$ cat src/rtl/imc_mac_engine.sv
// ---------------------------------------------------------------------------
// imc_mac_engine
//
// In-memory-compute style multiply-accumulate engine. Holds BANKS rows of
// LANES weights (DW bits each). A run latches one operand vector and walks
// the banks in ascending order, one bank per cycle, emitting each bank's
// dot product (partial) and accumulating all partials into a running total.
//
// Configuration macro:
//   IMC_SIGNED_EN  defined   -> two's complement operands/weights/results
//                  undefined -> unsigned arithmetic (default), same widths
//
// Ports:
//   clk        in   rising-edge clock
//   rst        in   asynchronous active-high reset
//   wr_en      in   write one weight row this cycle
//   wr_bank    in   [BW]        target bank of the write
//   wr_data    in   [LANES*DW]  weight row, lane l at [l*DW +: DW]
//   x_data     in   [LANES*DW]  operand vector, same packing
//   start      in   begin a MAC run (ignored while busy)
//   busy       out  high whenever the FSM is not IDLE
//   res_valid  out  one partial is presented this cycle
//   res_bank   out  [BW]  bank index of the partial
//   res_data   out  [PW]  partial dot product (holds when not valid)
//   done       out  one-cycle pulse after the last partial
//   total      out  [TW]  running / final sum of partials
//   wr_err     out  one-cycle pulse: a write was rejected last cycle
//   dbg_state  out  [2]   current FSM state (IDLE=0, COMPUTE=1, DONE=2)
//
// Handshake: start and wr_en are single-cycle requests sampled at the
// rising edge; there is no back-pressure. start is accepted only in IDLE.
// wr_en is accepted in IDLE or DONE for an in-range bank, otherwise it is
// dropped and wr_err pulses on the following cycle.
// ---------------------------------------------------------------------------
module imc_mac_engine #(
   parameter  int BANKS = 4,
   parameter  int LANES = 16,
   parameter  int DW    = 4,
   localparam int BW    = (BANKS > 1) ? $clog2(BANKS) : 1,
   localparam int PW    = 2*DW + $clog2(LANES),
   localparam int TW    = PW + $clog2(BANKS)
) (
   input  logic                clk,
   input  logic                rst,
   input  logic                wr_en,
   input  logic [BW-1:0]       wr_bank,
   input  logic [LANES*DW-1:0] wr_data,
   input  logic [LANES*DW-1:0] x_data,
   input  logic                start,
   output logic                busy,
   output logic                res_valid,
   output logic [BW-1:0]       res_bank,
   output logic [PW-1:0]       res_data,
   output logic                done,
   output logic [TW-1:0]       total,
   output logic                wr_err,
   output logic [1:0]          dbg_state
);

   typedef enum logic [1:0] {
      S_IDLE    = 2'd0,
      S_COMPUTE = 2'd1,
      S_DONE    = 2'd2
   } state_t;

   state_t              state_q, state_d;
   logic [BW-1:0]       cnt_q, cnt_d;
   logic [LANES*DW-1:0] x_q, x_d;
   logic [TW-1:0]       acc_q, acc_d;
   logic                res_valid_q, res_valid_d;
   logic [BW-1:0]       res_bank_q, res_bank_d;
   logic [PW-1:0]       res_data_q, res_data_d;
   logic                done_q, done_d;
   logic                wr_err_q, wr_err_d;
   logic [LANES*DW-1:0] w_q [BANKS];

   logic [LANES*DW-1:0] w_row;
   logic [PW-1:0]       partial;
   logic [PW-1:0]       xe, we;
   logic [TW-1:0]       partial_ext;
   logic                wr_bank_ok;
   logic                wr_ok;

   // ------------------------------------------------------------------
   // Weight write acceptance
   // ------------------------------------------------------------------
   assign wr_bank_ok = (int'(wr_bank) < BANKS);
   assign wr_ok      = wr_en && wr_bank_ok && (state_q != S_COMPUTE);
   assign wr_err_d   = wr_en && !wr_ok;

   // ------------------------------------------------------------------
   // Dot product of the latched operand vector with the current bank.
   // Each lane is widened to PW before multiplying so the products and
   // the lane sum are exact (sign-extended in the signed build).
   // ------------------------------------------------------------------
   assign w_row = w_q[cnt_q];

   always_comb begin
      partial = '0;
      xe      = '0;
      we      = '0;
      for (int l = 0; l < LANES; l++) begin
`ifdef IMC_SIGNED_EN
         xe = PW'($signed(x_q[l*DW +: DW]));
         we = PW'($signed(w_row[l*DW +: DW]));
`else
         xe = PW'(x_q[l*DW +: DW]);
         we = PW'(w_row[l*DW +: DW]);
`endif
         partial = partial + xe * we;
      end
   end

`ifdef IMC_SIGNED_EN
   assign partial_ext = TW'($signed(partial));
`else
   assign partial_ext = TW'(partial);
`endif

   // ------------------------------------------------------------------
   // FSM next-state and registered-output next values
   // ------------------------------------------------------------------
   always_comb begin
      state_d     = state_q;
      cnt_d       = cnt_q;
      x_d         = x_q;
      acc_d       = acc_q;
      res_valid_d = 1'b0;
      res_bank_d  = res_bank_q;
      res_data_d  = res_data_q;
      done_d      = 1'b0;
      case (state_q)
         S_IDLE: begin
            if (start) begin
               state_d = S_COMPUTE;
               x_d     = x_data;
               acc_d   = '0;
               cnt_d   = '0;
            end
         end
         S_COMPUTE: begin
            res_valid_d = 1'b1;
            res_bank_d  = cnt_q;
            res_data_d  = partial;
            acc_d       = acc_q + partial_ext;
            cnt_d       = cnt_q + BW'(1);
            if (cnt_q == BW'(BANKS-1)) begin
               state_d = S_DONE;
            end
         end
         S_DONE: begin
            // done is registered, so it appears one cycle after the last
            // partial, coinciding with the return to IDLE.
            done_d  = 1'b1;
            state_d = S_IDLE;
         end
         default: state_d = S_IDLE;
      endcase
   end

   // ------------------------------------------------------------------
   // State and datapath registers
   // ------------------------------------------------------------------
   always_ff @(posedge clk or posedge rst) begin
      if (rst) begin
         state_q     <= S_IDLE;
         cnt_q       <= '0;
         x_q         <= '0;
         acc_q       <= '0;
         res_valid_q <= 1'b0;
         res_bank_q  <= '0;
         res_data_q  <= '0;
         done_q      <= 1'b0;
         wr_err_q    <= 1'b0;
      end else begin
         state_q     <= state_d;
         cnt_q       <= cnt_d;
         x_q         <= x_d;
         acc_q       <= acc_d;
         res_valid_q <= res_valid_d;
         res_bank_q  <= res_bank_d;
         res_data_q  <= res_data_d;
         done_q      <= done_d;
         wr_err_q    <= wr_err_d;
      end
   end

   // Weight storage; a write together with start in IDLE lands before the
   // first compute cycle reads bank 0.
   always_ff @(posedge clk or posedge rst) begin
      if (rst) begin
         for (int b = 0; b < BANKS; b++) begin
            w_q[b] <= '0;
         end
      end else if (wr_ok) begin
         w_q[wr_bank] <= wr_data;
      end
   end

   assign busy      = (state_q != S_IDLE);
   assign res_valid = res_valid_q;
   assign res_bank  = res_bank_q;
   assign res_data  = res_data_q;
   assign done      = done_q;
   assign total     = acc_q;
   assign wr_err    = wr_err_q;
   assign dbg_state = state_q;

endmodule

$ cat config.mk
export PLATFORM = sky130hd
export DESIGN_NAME = imc_mac_engine
export DESIGN_NICKNAME = d
export VERILOG_FILES = /design/src/rtl/imc_mac_engine.sv
export SDC_FILE = /design/constraint.sdc
export NUM_CORES = 1
export LEC_CHECK = 0
export ABC_AREA = 0
export CAP_MARGIN = 5
export CORE_UTILIZATION = 42
export DETAILED_ROUTE_END_ITERATION = 10
export GPL_ROUTABILITY_DRIVEN = 0
export MAX_ROUTING_LAYER = met4
export SETUP_SLACK_MARGIN = 0.2
export SYNTH_ARGS = -nofsm -noshare
export SYNTH_HDL_FRONTEND = slang
export SYNTH_SLANG_ARGS = --single-unit
$ cat constraint.sdc
create_clock -name clk -period 10.85 [get_ports clk]
set_input_delay 1.085 -clock clk [delete_from_list [all_inputs] [get_ports clk]]
set_output_delay 1.085 -clock clk [all_outputs]
set_load 0.05 [all_outputs]
==> results.cfg, run 1 <==
[sta]
final-setup-viol-count = 0
min_period_over_period_pct = 90.50
rsz0062_at_grt = false
slew_headroom_pct = 23.31
finClkSkew_ps = 12.68
tightest_slew_ps = 1150
slew_viol_final = 0
finalHoldViolCount = 0
tns_ps = 0
fmax_mhz = 101.8
fin_crit_ps = 9819

[final_layout]
drive_above_1_share_pct = 18.48
areaGrowthSynthToFinish_pct = 15.78
nets = 2746
fill_cells = 5187

[setup_path]
r2r_setup_slack_ps = 1030
start_kind = register
r2r_cells = 28
crit_fanout = 24
slowest_delay_ps = 770
rr_endpoint = total[11]
crit_path_end_kind = register
cp_common_cell = fa_1
cp.required_ps = 11300
endpoint = total[11]
critPathLaunch = cnt_q[0]
reg2reg_from = cnt_q[0]
path_class = reg -> reg
cp.arrival_ps = 10270
slowest_stage = dfrtp_4

[run]
maxCapViolations = 0

[place]
portBuffers = 167
dp_hpwl_um = 41750

[yosys]
synth_top_family_by_area = adder cells
synthMuxAreaShare_pct = 17.87
synthAdderAreaFrac_pct = 26.68
synth_compound_area_share_pct = 1.774
synth-edff-count = 0
ys_ff_latch = 355
syn_nets = 2581
syn_area_mm2 = 0.02462
yosys.area_share.xor_xnor_pct = 0.5692
synth_area_leaders = dfrtp_1 36%, fa_1 19%, mux2_2 12%
synth_simple_gate_area_share_pct = 10.64
ys.flop_type = dfrtp_1
synth.largest_area_cell = dfrtp_1
yosys.area.top_type_share_pct = 36.08
async_flop_share_pct = 100.0
synth_cell_types = 48
yosys_warnings = 0
synth.avg_cell_area_um2 = 11.93
synth_cells = 2063
yosysSeqAreaShare_pct = 36.08

[clocking]
cts_root_buf = clkbuf_16
clkLatencyLatePin_ps = 560
cts_max_level = 2
cts-resized-gates = 0
cts_buffers = 42
cts_setup_buffers = 0
hold_buffers = 0
clkTransAtPathRegs_ps = 60
clockBufferDepth = 3
cts_tree = yes
clkSinkCount = 355

[global_routing]
grt.overflow.total = 0
grt_pass1_vias = 17030
grt.total_usage_pct = 20.33
grt_max_degree = 177
grt_pass1_wl_um = 92500
grt_antenna_before_repair = 1

[drt]
firstDrtPassIters = 5
drtAntennaViolNets = 0
drt_iter0_drc = 676
drt_wl_total_um = 55780
drt-vias-per-instance = 4.972
vias = 15030
drc = 0
avgRoutedWirePerCell_um = 18.45

[worst_hold_path]
hold_class = reg -> reg

[die]
die_h_um = 244.1
dieWidth_um = 244.1
row_count = 88
die-area_mm2 = 0.05959
ios = 168
start_util_pct = 42.59
core_mm2 = 0.05781

[run_status]
status = completed
-- per-layer routing --
metal | up-vias | part of all wire (%) | GRT usage, %
met5 | - | 0 | -
met4 | 0 | 1.9 | 4.669
met3 | 68 | 3.0 | 2.711
met2 | 241 | 49 | 33.01
met1 | 7742 | 46 | 27.17
li1 | 6980 | - | -
-- worst min-delay path by stage --
stage / from / to / slack (ps) / depth (start not counted)
floorplan: w_q[241] / w_q[241] / 450 / 1
finish: total[13] / total[13] / 480 / 1
global placement: res_data[4] / res_data[4] / 460 / 2
CTS: total[13] / total[13] / 480 / 1
global route: total[13] / total[13] / 500 / 1
detailed placement: res_data[3] / res_data[3] / 470 / 2
-- cells in the mapped netlist, drive strengths merged, types with 3 or more instances --
| cell | count |
|---|---|
| a21o | 5 |
| a21oi | 21 |
| and2 | 199 |
| buf | 51 |
| clkbuf | 11 |
| dfrtp | 355 |
| fa | 235 |
| ha | 149 |
| inv | 312 |
| mux2 | 260 |
| mux2i | 3 |
| mux4 | 64 |
| nand2 | 294 |
| nand2b | 7 |
| nand3 | 15 |
| nor2 | 11 |
| o211ai | 8 |
| o21ai | 19 |
| xnor2 | 7 |
| xor2 | 9 |
-- flip-flops by register name (all words and copies together) (netlist names), 2 cells and up --
name and flops:
total 14, res_bank 2, cnt_q 2, res_data 12, dbg_state 2, w_q 256
x_q 64
-- placed cells by master (no fill, tap or decap), types with 3 or more instances in the layout --
cell,netlist,layout
clkinv_2,0,4
clkbuf_8,0,13
clkbuf_16,0,45
nand3_1,15,15
nor2_1,11,10
mux2_1,3,3
clkdlybuf4s50_1,0,167
a21o_1,5,5
nand2b_1,6,6
o21ai_0,18,18
xor2_1,9,9
clkbuf_1,11,6
ha_1,149,149
mux2_2,257,257
o211ai_1,8,8
nand2_1,292,292
and2_1,199,199
xnor2_1,7,7
bufinv_16,0,3
a21oi_1,21,21
inv_1,312,311
mux2i_1,3,3
fa_1,235,235
buf_4,0,12
dfrtp_1,355,353
buf_12,0,4
mux4_2,64,64
-- cell families after synthesis --
kind of cell / Yosys count
DFF: 355
adders and majority gates: 384
muxes: 327
buffers and inverters: 374
xor gates and xnor gates: 16
and+or+nand+nor: 538
AOI/OAI and AO/OA: 69
-- stage by stage --
stage / hold WS [ps] / area (µm²) / std cells / setup slack (ps) / utilization, %
6_report: 475.9 / 28500 / 3023 / 1031 / 49.31
5_1_grt: 500.7 / 28500 / 3023 / 566.1 / 49.31
4_1_cts: 479.8 / 28500 / 3022 / 1004 / 49.30
3_5_place_dp: 470.4 / 27040 / 2949 / 1002 / 46.79
3_3_place_gp: 459.8 / 27040 / 2949 / 1171 / 46.79
2_1_floorplan: 453.3 / 24620 / 2063 / 1792 / -
-- area by class of cell --
type	instances	area (µm²)	share of cell area [%]
inverters	312	1175	4.122
clock buffers	64	1328	4.658
diodes	1	2.502	0.008780
clock inverters	9	127.6	0.4478
well taps	765	957.2	3.358
flip-flops and latches	355	8889	31.19
multi-input cells	1334	14180	49.76
repair buffers	183	1842	6.462
-- worst max-delay path: cells and delay by family, from the launching register on --
| family | cells | cell delay (ps) |
|---|---|---|
| AO/OA/AOI/OAI | 7 | 1600 |
| XOR/XNOR | 1 | 190 |
| adder cells (fa/ha/maj) | 12 | 5680 |
| buffers and inverters | 5 | 560 |
| flip-flops | 1 | 770 |
| multiplexers | 1 | 560 |
| AND/OR/NAND/NOR | 2 | 290 |
Power of run 1 is not shown: default switching activity piles up to over one toggle a cycle in this logic, so the estimate is an artifact.
==> inputs of run 2 (changes only) <==
--- a/config.mk
+++ b/config.mk
@@ -7,6 +7,7 @@
 export LEC_CHECK = 0
 export ABC_AREA = 0
 export CAP_MARGIN = 5
+export CORE_ASPECT_RATIO = 1.75
 export CORE_UTILIZATION = 42
 export DETAILED_ROUTE_END_ITERATION = 10
 export GPL_ROUTABILITY_DRIVEN = 0
==> constraint.sdc (replaced) <==
create_clock -name clk -period 9.25 [get_ports clk]
set_input_delay 0.925 -clock clk [delete_from_list [all_inputs] [get_ports clk]]
set_output_delay 0.925 -clock clk [all_outputs]
set_load 0.05 [all_outputs]
==> run 2 against run 1 <==
Register-to-register slack worse by 920 ps. Clock-buffer cell count fell by 16. Cell count increased by 1.7%. Die area barely moved. Fmax up 7.4%. Critical endpoint unchanged. Sequential share of layout area decreased by 0.70 points. Largest cell class unchanged. Clock skew is 11 ps higher. Critical path type unchanged. Via count increased by 2.4%.
==> results.cfg, run 2 (synthesis gave the netlist of run 1 again) <==
[run_status]
status = completed

[setup_path]
cp_common_cell = fa_1
rr_endpoint = total[11]
slowest_delay_ps = 560
slowest_stage = fa_1
cp.arrival_ps = 9560
cp.required_ps = 9670
crit_path_end_kind = register
path_class = reg -> reg
crit_fanout = 6
start_kind = register
reg2reg_from = cnt_q[0]
r2r_cells = 33
r2r_setup_slack_ps = 110

[worst_hold_path]
hold_class = reg -> reg
holdPathEnd = total[13]
worstHoldStart = total[13]
hold_path_depth = 1

[clocking]
clkSinkCount = 355
cts_max_level = 2
cts_buffers = 35
clkLatencyLatePin_ps = 550
cts_root_buf = clkbuf_16
clkTransAtPathRegs_ps = 60
clockBufferDepth = 3
cts_tree = yes

[global_routing]
top_usage_layer = met2
use_met3_pct = 1.919
grt_antenna_before_repair = 0
grt.overflow.total = 0
grt_max_degree = 167
use_met1_pct = 23.74
grt_pass1_vias = 17590
grt.total_usage_pct = 21.81
grt_pass1_wl_um = 96290
grt_use_met2_pct = 41.51

[die]
start_util_pct = 42.36
row_count = 117
core_mm2 = 0.05812
dieWidth_um = 185.0
ios = 168
die_h_um = 322.3
die-area_mm2 = 0.05963

[sta]
tns_ps = 0
fin_crit_ps = 9141
setup_ws_ps = 108.6
tightest_slew_ps = 1184
min_period_over_period_pct = 98.83
finalHoldViolCount = 0
slew_viol_final = 0
final-setup-viol-count = 0
fmax_mhz = 109.4
finClkSkew_ps = 23.45
rsz0062_at_grt = true
slew_headroom_pct = 21.07

[drt]
firstDrtPassIters = 4
vias = 15390
drc = 0
drt_wl_total_um = 60200
drtAntennaViolNets = 0
drt-vias-per-instance = 5.007
avgRoutedWirePerCell_um = 19.58
drt_iter0_drc = 634

[final_layout]
regMostFlops = w_q
stdcell_area_mm2 = 0.02916
n_antenna_cell = 0
areaGrowthSynthToFinish_pct = 18.44
fill_cells = 5231
most-common-layout-cells = 353 x dfrtp_1, 305 x inv_1, 288 x nand2_1
multiInputGateArea_mm2 = 0.01456
seq_area_mm2 = 0.008889
drive_above_1_share_pct = 23.12
nets = 2795
final_common_cell = dfrtp_1
largest_register_ffs = 256

[place]
preCtsSetupSlack_ps = -138.1
dp_hpwl_um = 45770
portBuffers = 167
dpl-instance-area_mm2 = 0.02715

[run]
maxCapViolations = 0
==> run 2: cell count changes in the layout (fill, tap and decap cells not counted), moves of 6 or more <==
cell	previous run	this run
a21oi_1	21	9
a21oi_2	0	7
and2_1	199	189
and2_4	0	10
buf_4	12	52
buf_6	0	6
clkbuf_16	45	35
fa_1	235	229
fa_2	0	6
ha_1	149	137
ha_4	0	10
inv_1	311	305
inv_2	0	6
==> run 2: worst max-delay path: cells and delay by family (launching register included) <==
kind | cells | cell delay [ps]
AND/OR/NAND/NOR | 4 | 490
flip-flops | 1 | 500
adder cells (fa/ha/maj) | 12 | 5360
buffers and inverters | 10 | 1120
multiplexers | 1 | 470
AO/OA/AOI/OAI | 6 | 1090
==> run 2: layout make-up <==
cell class / count / area share, %
clock buffer: 48 / 3.446
clock inverter: 13 / 0.4420
inverter: 312 / 4.029
multi-input combinational: 1334 / 49.95
sequential: 355 / 30.48
tap: 773 / 3.317
timing repair buffer: 239 / 8.333
==> run 2: stage by stage <==
stage / std cells / util, % / hold WS, ps
after floorplan: 2063 / - / 453.3
after detailed placement: 2966 / 46.71 / 466.5
after CTS: 3052 / 49.45 / 483.3
after global placement: 2966 / 46.71 / 466.6
after global routing: 3074 / 50.17 / 501.6
final: 3074 / 50.17 / 477.6
==> run 2: metal layers <==
layer | share of wire, % | vias to the layer above | wire, µm
met5 | 0 | - | 0
li1 | - | 7049 | -
met3 | 2.2 | 72 | 1353
met2 | 58 | 205 | 34930
met1 | 37 | 8065 | 22550
met4 | 2.3 | 0 | 1367
==> run 2: what timing repair did <==
action                     in CTS  in global routing
pin swaps                      24                 60
hold buffers                    0                  0
setup endpoints to repair       7                  8
cloned                          3                  0
resized for setup              33                 64
setup buffers                  22                 22
==> run 2: worst max path at each step <==
stage | start | end | cells past startpoint | slack (ps)
CTS | cnt_q[0] | total[11] | 32 | 170
finish | cnt_q[0] | total[11] | 33 | 110
global placement | cnt_q[0] | total[13] | 27 | 20
detailed placement | cnt_q[0] | total[11] | 28 | -140
global route | cnt_q[0] | total[11] | 33 | -170
floorplan | cnt_q[0] | total[11] | 33 | 230
Power of run 2 is left out for the same reason.
==> inputs of run 3 (changes only) <==
--- a/config.mk
+++ b/config.mk
@@ -11,6 +11,7 @@
 export CORE_UTILIZATION = 42
 export DETAILED_ROUTE_END_ITERATION = 10
 export GPL_ROUTABILITY_DRIVEN = 0
+export HOLD_SLACK_MARGIN = 0.03
 export MAX_ROUTING_LAYER = met4
 export SETUP_SLACK_MARGIN = 0.2
 export SYNTH_ARGS = -nofsm -noshare
==> results of run 3 <==
The final DEF is identical to that of run 2; final timing and power are the same.
Power of run 3 is left out for the same reason.
